===== config.mk =====
export PLATFORM = sky130hd
export DESIGN_NAME = mdr_unit_flat
export DESIGN_NICKNAME = d
export VERILOG_FILES = /design/src/rtl/mdr_unit_if.sv /design/src/rtl/mdr_unit.sv /design/src/flat_wrapper.sv
export SDC_FILE = /design/constraint.sdc
export NUM_CORES = 1
export LEC_CHECK = 0
export BUFFER_PORTS_ARGS = -buffer_cell sky130_fd_sc_hd__buf_2
export CORE_ASPECT_RATIO = 0.5
export CORE_MARGIN = 5
export CORE_UTILIZATION = 44
export CTS_CLUSTER_DIAMETER = 60
export DETAILED_ROUTE_END_ITERATION = 10
export PLACE_DENSITY_LB_ADDON = 0.25
export SETUP_SLACK_MARGIN = 0.02
export SLEW_MARGIN = 30
export SYNTH_ARGS = -nofsm -noshare
export SYNTH_HDL_FRONTEND = slang
export SYNTH_SLANG_ARGS = --single-unit

===== constraint.sdc =====
create_clock -name clk -period 1.9 [get_ports clk]
set_input_delay 0.19 -clock clk [delete_from_list [all_inputs] [get_ports clk]]
set_output_delay 0.19 -clock clk [all_outputs]
set_load 0.01 [all_outputs]

===== src/rtl/mdr_unit_if.sv =====
// Datapath/memory-side signal bundle for mdr_unit; master drives the requests,
// slave is the MDR block itself.
interface mdr_unit_if #(
    parameter int DATA_W = 32
);
    logic [DATA_W-1:0] bus_in;
    logic              mdr_in;
    logic              read;
    logic              mem_rdy;
    logic [DATA_W-1:0] mem_data_in;
    logic [DATA_W-1:0] mdr_q;
    logic              mem_req;
    logic              busy;
    logic              done;
    logic              err;

    modport master (
        output bus_in, mdr_in, read, mem_rdy, mem_data_in,
        input  mdr_q, mem_req, busy, done, err
    );

    modport slave (
        input  bus_in, mdr_in, read, mem_rdy, mem_data_in,
        output mdr_q, mem_req, busy, done, err
    );
endinterface


===== src/rtl/mdr_unit.sv =====
// Memory data register with an IDLE/WAIT/DONE read sequencer.
// Define MDR_TIMEOUT_EN to add a WAIT-state timeout that sets a sticky err flag.
module mdr_unit #(
    parameter int DATA_W         = 32,
    parameter int TIMEOUT_CYCLES = 15
) (
    input  logic      clk,
    input  logic      clr_n,
    mdr_unit_if.slave mdr
);
    typedef enum logic [1:0] {S_IDLE, S_WAIT, S_DONE} state_t;

    if (TIMEOUT_CYCLES < 1 || TIMEOUT_CYCLES > 255) begin : g_bad_timeout
        $error("mdr_unit: TIMEOUT_CYCLES must be in 1..255");
    end

    state_t            state_q, state_d;
    logic [DATA_W-1:0] mdr_q, mdr_d;
    logic              mem_req_q, busy_q, done_q;

`ifdef MDR_TIMEOUT_EN
    localparam logic [7:0] TIMEOUT_LIM = 8'(TIMEOUT_CYCLES);

    logic [7:0] cnt_q, cnt_d;
    logic       err_q, err_d;
    logic       timeout;

    // The current WAIT cycle is the last one allowed when the count is one short of the limit.
    assign timeout = (cnt_q + 8'd1) == TIMEOUT_LIM;
`endif

    always_comb begin
        // NOTE: every signal gets its hold value first so no path leaves it unassigned (no latch).
        state_d = state_q;
        mdr_d   = mdr_q;
`ifdef MDR_TIMEOUT_EN
        cnt_d   = cnt_q;
        err_d   = err_q;
`endif
        unique case (state_q)
            S_IDLE: begin
                if (mdr.read) begin
                    state_d = S_WAIT;
`ifdef MDR_TIMEOUT_EN
                    cnt_d   = 8'd0;
                    err_d   = 1'b0;
`endif
                end else if (mdr.mdr_in) begin
                    mdr_d = mdr.bus_in;
                end
            end
            S_WAIT: begin
                // Data arriving on the limit cycle still counts as a normal capture.
                if (mdr.mem_rdy) begin
                    mdr_d   = mdr.mem_data_in;
                    state_d = S_DONE;
                end
`ifdef MDR_TIMEOUT_EN
                else if (timeout) begin
                    state_d = S_IDLE;
                    err_d   = 1'b1;
                end else begin
                    cnt_d = cnt_q + 8'd1;
                end
`endif
            end
            S_DONE:  state_d = S_IDLE;
            default: state_d = S_IDLE;
        endcase
    end

    // NOTE: clr_n clears the data register as well, so mdr_q reads 0 straight after reset.
    always_ff @(posedge clk or negedge clr_n) begin
        if (!clr_n) begin
            state_q   <= S_IDLE;
            mdr_q     <= '0;
            mem_req_q <= 1'b0;
            busy_q    <= 1'b0;
            done_q    <= 1'b0;
        end else begin
            // NOTE: non-blocking assignments so every flop samples pre-edge values.
            state_q   <= state_d;
            mdr_q     <= mdr_d;
            mem_req_q <= (state_d == S_WAIT);
            busy_q    <= (state_d == S_WAIT);
            done_q    <= (state_d == S_DONE);
        end
    end

`ifdef MDR_TIMEOUT_EN
    always_ff @(posedge clk or negedge clr_n) begin
        if (!clr_n) begin
            cnt_q <= 8'd0;
            err_q <= 1'b0;
        end else begin
            cnt_q <= cnt_d;
            err_q <= err_d;
        end
    end

    assign mdr.err = err_q;
`else
    assign mdr.err = 1'b0;
`endif

    assign mdr.mdr_q   = mdr_q;
    assign mdr.mem_req = mem_req_q;
    assign mdr.busy    = busy_q;
    assign mdr.done    = done_q;
endmodule


===== src/flat_wrapper.sv =====
// flat-port wrapper written by rule: the top's interface ports become plain ports
module mdr_unit_flat 
#(
    parameter int DATA_W         = 32,
    parameter int TIMEOUT_CYCLES = 15
)
  (clk, clr_n, mdr_bus_in, mdr_mdr_in, mdr_read, mdr_mem_rdy, mdr_mem_data_in, mdr_mdr_q, mdr_mem_req, mdr_busy, mdr_done, mdr_err);
  mdr_unit_if #(.DATA_W(DATA_W)) mdr_i ();
  input  logic clk;
  input  logic clr_n;
  input wire logic [$bits(mdr_i.bus_in)-1:0] mdr_bus_in;
  input wire logic [$bits(mdr_i.mdr_in)-1:0] mdr_mdr_in;
  input wire logic [$bits(mdr_i.read)-1:0] mdr_read;
  input wire logic [$bits(mdr_i.mem_rdy)-1:0] mdr_mem_rdy;
  input wire logic [$bits(mdr_i.mem_data_in)-1:0] mdr_mem_data_in;
  output wire logic [$bits(mdr_i.mdr_q)-1:0] mdr_mdr_q;
  output wire logic [$bits(mdr_i.mem_req)-1:0] mdr_mem_req;
  output wire logic [$bits(mdr_i.busy)-1:0] mdr_busy;
  output wire logic [$bits(mdr_i.done)-1:0] mdr_done;
  output wire logic [$bits(mdr_i.err)-1:0] mdr_err;
  assign mdr_i.bus_in = mdr_bus_in;
  assign mdr_i.mdr_in = mdr_mdr_in;
  assign mdr_i.read = mdr_read;
  assign mdr_i.mem_rdy = mdr_mem_rdy;
  assign mdr_i.mem_data_in = mdr_mem_data_in;
  assign mdr_mdr_q = mdr_i.mdr_q;
  assign mdr_mem_req = mdr_i.mem_req;
  assign mdr_busy = mdr_i.busy;
  assign mdr_done = mdr_i.done;
  assign mdr_err = mdr_i.err;
  mdr_unit #(.DATA_W(DATA_W), .TIMEOUT_CYCLES(TIMEOUT_CYCLES)) u_core (.clk(clk), .clr_n(clr_n), .mdr(mdr_i));
endmodule

==> results.json <==
{
  "finalHoldViolations": 23,
  "max_freq_ghz": 0.592,
  "fin_util_pct": 63.2,
  "antennaDiodeCount": 0,
  "dp_hpwl_um": 3170,
  "regToRegSetupSlack_ns": 0.21,
  "wl_um": 3990,
  "peakVddDrop_mv": 0.520,
  "netlist_area_sq_mm": 0.00190,
  "cts-hold-fix-buffers": 0,
  "ctsRootBufferMaster": "clkbuf_8",
  "cts_max_level": 2,
  "cp_cell_sequence": "nor4b_1 -> a21o_4 -> buf_12 -> mux2_2",
  "route.detailed.drc": 0,
  "netlist_instances": 119,
  "cp_num_cells": 4,
  "cp_num_buf_inv": 1,
  "drv_cap": 0,
  "clock_sinks": 36,
  "holdWs_ns": -0.0102,
  "synth_seq_cells": 36,
  "grt_usage_pct": 13.3,
  "startpoint_type": "flip-flop",
  "avgRoutedWirePerCell_um": 14.2,
  "die_h_um": 56.4,
  "cts_tree": "yes",
  "regArea_sq_um": 901,
  "critPathTopFamily": "flip-flops",
  "boundaryPins": 105,
  "gp_congestion": 0.711,
  "critical_path.max_fanout": 15,
  "clock_latency_ns": 0.27,
  "layout_setup_ws_ns": 0.210,
  "slew_headroom_pct": 48.8,
  "max_stage_delay_ns": 0.44,
  "postRouteAntennaNets": 0,
  "critical-path-slowest-cell": "dfrtp_1",
  "tightest_slew_ns": 0.768,
  "p_leak_uw": 0.00131,
  "p_per_area_mw_per_mm2": 1170,
  "dpl.cell_count": 272,
  "r2r_cells": 4,
  "num_vias": 1310,
  "first_pass_iters": 4,
  "fp.dieArea_sq_mm": 0.00580,
  "violations": "hold timing",
  "port_buffers": 103,
  "period_minus_slack_ns": 1.69,
  "grt_max_degree": 37,
  "slew_viol_final": 0,
  "start_util_pct": 47.1,
  "post_cts_buffers": 0,
  "status": "finished with violations",
  "final_nets": 294,
  "fp.coreArea_sq_mm": 0.00402,
  "grt_pass1_wl_um": 6140,
  "path_clk_slew_ns": 0.07,
  "fin_setup_tns_ns": 0,
  "place_ws_ns": 0.210,
  "multi_input_area_sq_um": 905,
  "drive_above_1_share_pct": 67.3,
  "syn-num-nets": 188,
  "vias_per_cell": 4.68,
  "synthDistinctLibCells": 14,
  "fin_cells": 280,
  "synth_area_per_cell_sq_um": 15.9,
  "antenna_found_initial": 0,
  "grt_remaining_overflow": 0,
  "required_ns": 2.06,
  "layout_worst_path_cycle_share_pct": 89.0,
  "yosysSeqAreaShare_pct": 47.5,
  "report.final.setup_viol": 0,
  "fin_skew_ns": 0.00495,
  "clock_path_buffers": 2,
  "numCtsBuffers": 5,
  "drt_iter0_drc": 10,
  "dieWidth_um": 103,
  "end_kind": "flip-flop",
  "areaGrowthSynthToFinish_pct": 34.3,
  "rsz0062_at_grt": "false",
  "num_rows": 16,
  "hp-class": "in -> async",
  "grt_pass1_vias": 1343,
  "fill_cells": 350,
  "critPathKind": "reg -> reg",
  "cts_resized": 0,
  "yosysWarningCount": 0,
  "cp.arrival_ns": 1.85
}
[cells in the mapped netlist, drive strengths merged]
library cell	count	area share (%)
a21o	1	0.79
and2	2	0.66
buf	9	5.0
conb	1	0.20
dfrtp	36	48
inv	1	0.20
mux2	64	44
mux2i	1	0.53
nor2	2	0.40
nor2b	1	0.33
nor4b	1	0.46
[worst paths after layout]
path,from,endpoint
setup / recovery,u_core.state_q[1]$_DFF_PN0_,u_core.mdr.mdr_q[12]$_DFFE_PN0P_
setup reg to reg,u_core.state_q[1]$_DFF_PN0_,u_core.mdr.mdr_q[12]$_DFFE_PN0P_
min in group clk,mdr_mem_rdy,u_core.mdr.done$_DFF_PN0_
max in group asynchronous,clr_n,u_core.mdr.mdr_q[22]$_DFFE_PN0P_
hold reg to reg,u_core.mdr.mdr_q[31]$_DFFE_PN0P_,u_core.mdr.mdr_q[31]$_DFFE_PN0P_
hold / removal,clr_n,u_core.mdr.mdr_q[5]$_DFFE_PN0P_
[where the power goes]
part           leakage [uW]  internal, uW  switching [uW]
sequential         0.000424          1050             156
clock             0.0000455           296             243
combinational      0.000840           736             494
[worst reg2reg max path: cells and delay by family, from the launching register on]
family / cells / cell delay (ns)
flops: 1 / 0.44
simple gates: 1 / 0.38
buf+inv: 1 / 0.19
mux: 1 / 0.34
compound gates: 1 / 0.22
[registers in the layout, indices dropped and copies added, names as in the netlist]
signal,flops
u_core.state_q,2
u_core.mdr.busy,1
u_core.mdr.mdr_q,32
u_core.mdr.done,1
[stage by stage]
step	power [uW]	cell area, sq um
after global placement	2430	2450
final	2970	2540
after detailed placement	2470	2450
after floorplan	2000	1900
after CTS	3020	2540
after global routing	3150	2540
[cell type report]
class | count | area share (%)
clock buffer | 8 | 3.54
sequential | 36 | 35.4
inverter | 1 | 0.147
timing repair buffer | 108 | 22.7
multi-input combinational | 73 | 35.5
tap | 54 | 2.65
[cells by family after synthesis]
family	Yosys count	share of synthesized area, %
buffers and inverters	10	5.15
other	1	0.198
muxes	65	44.5
and+or+nand+nor	6	1.85
AOI/OAI and AO/OA	1	0.792
DFF	36	47.5
[layout by cell type (no fill, tap or decap), drive strengths merged]
| cell | instances |
|---|---|
| buf | 108 |
| nor2 | 2 |
| nor4b | 1 |
| mux2 | 64 |
| inv | 1 |
| dfrtp | 36 |
| mux2i | 1 |
| a21o | 1 |
| conb | 1 |
| and2 | 2 |
| clkbuf | 8 |
| nor2b | 1 |
[routing by layer]
metal | vias up | wire [um] | global-route usage, %
met1 | 632 | 1630 | 16.2
li1 | 630 | - | -
met4 | 0 | 0 | 1.66
met3 | 0 | 372 | 5.19
met5 | - | 0 | 0
met2 | 48 | 1990 | 23.0
Note: power is estimated with default switching activity, not from simulation.
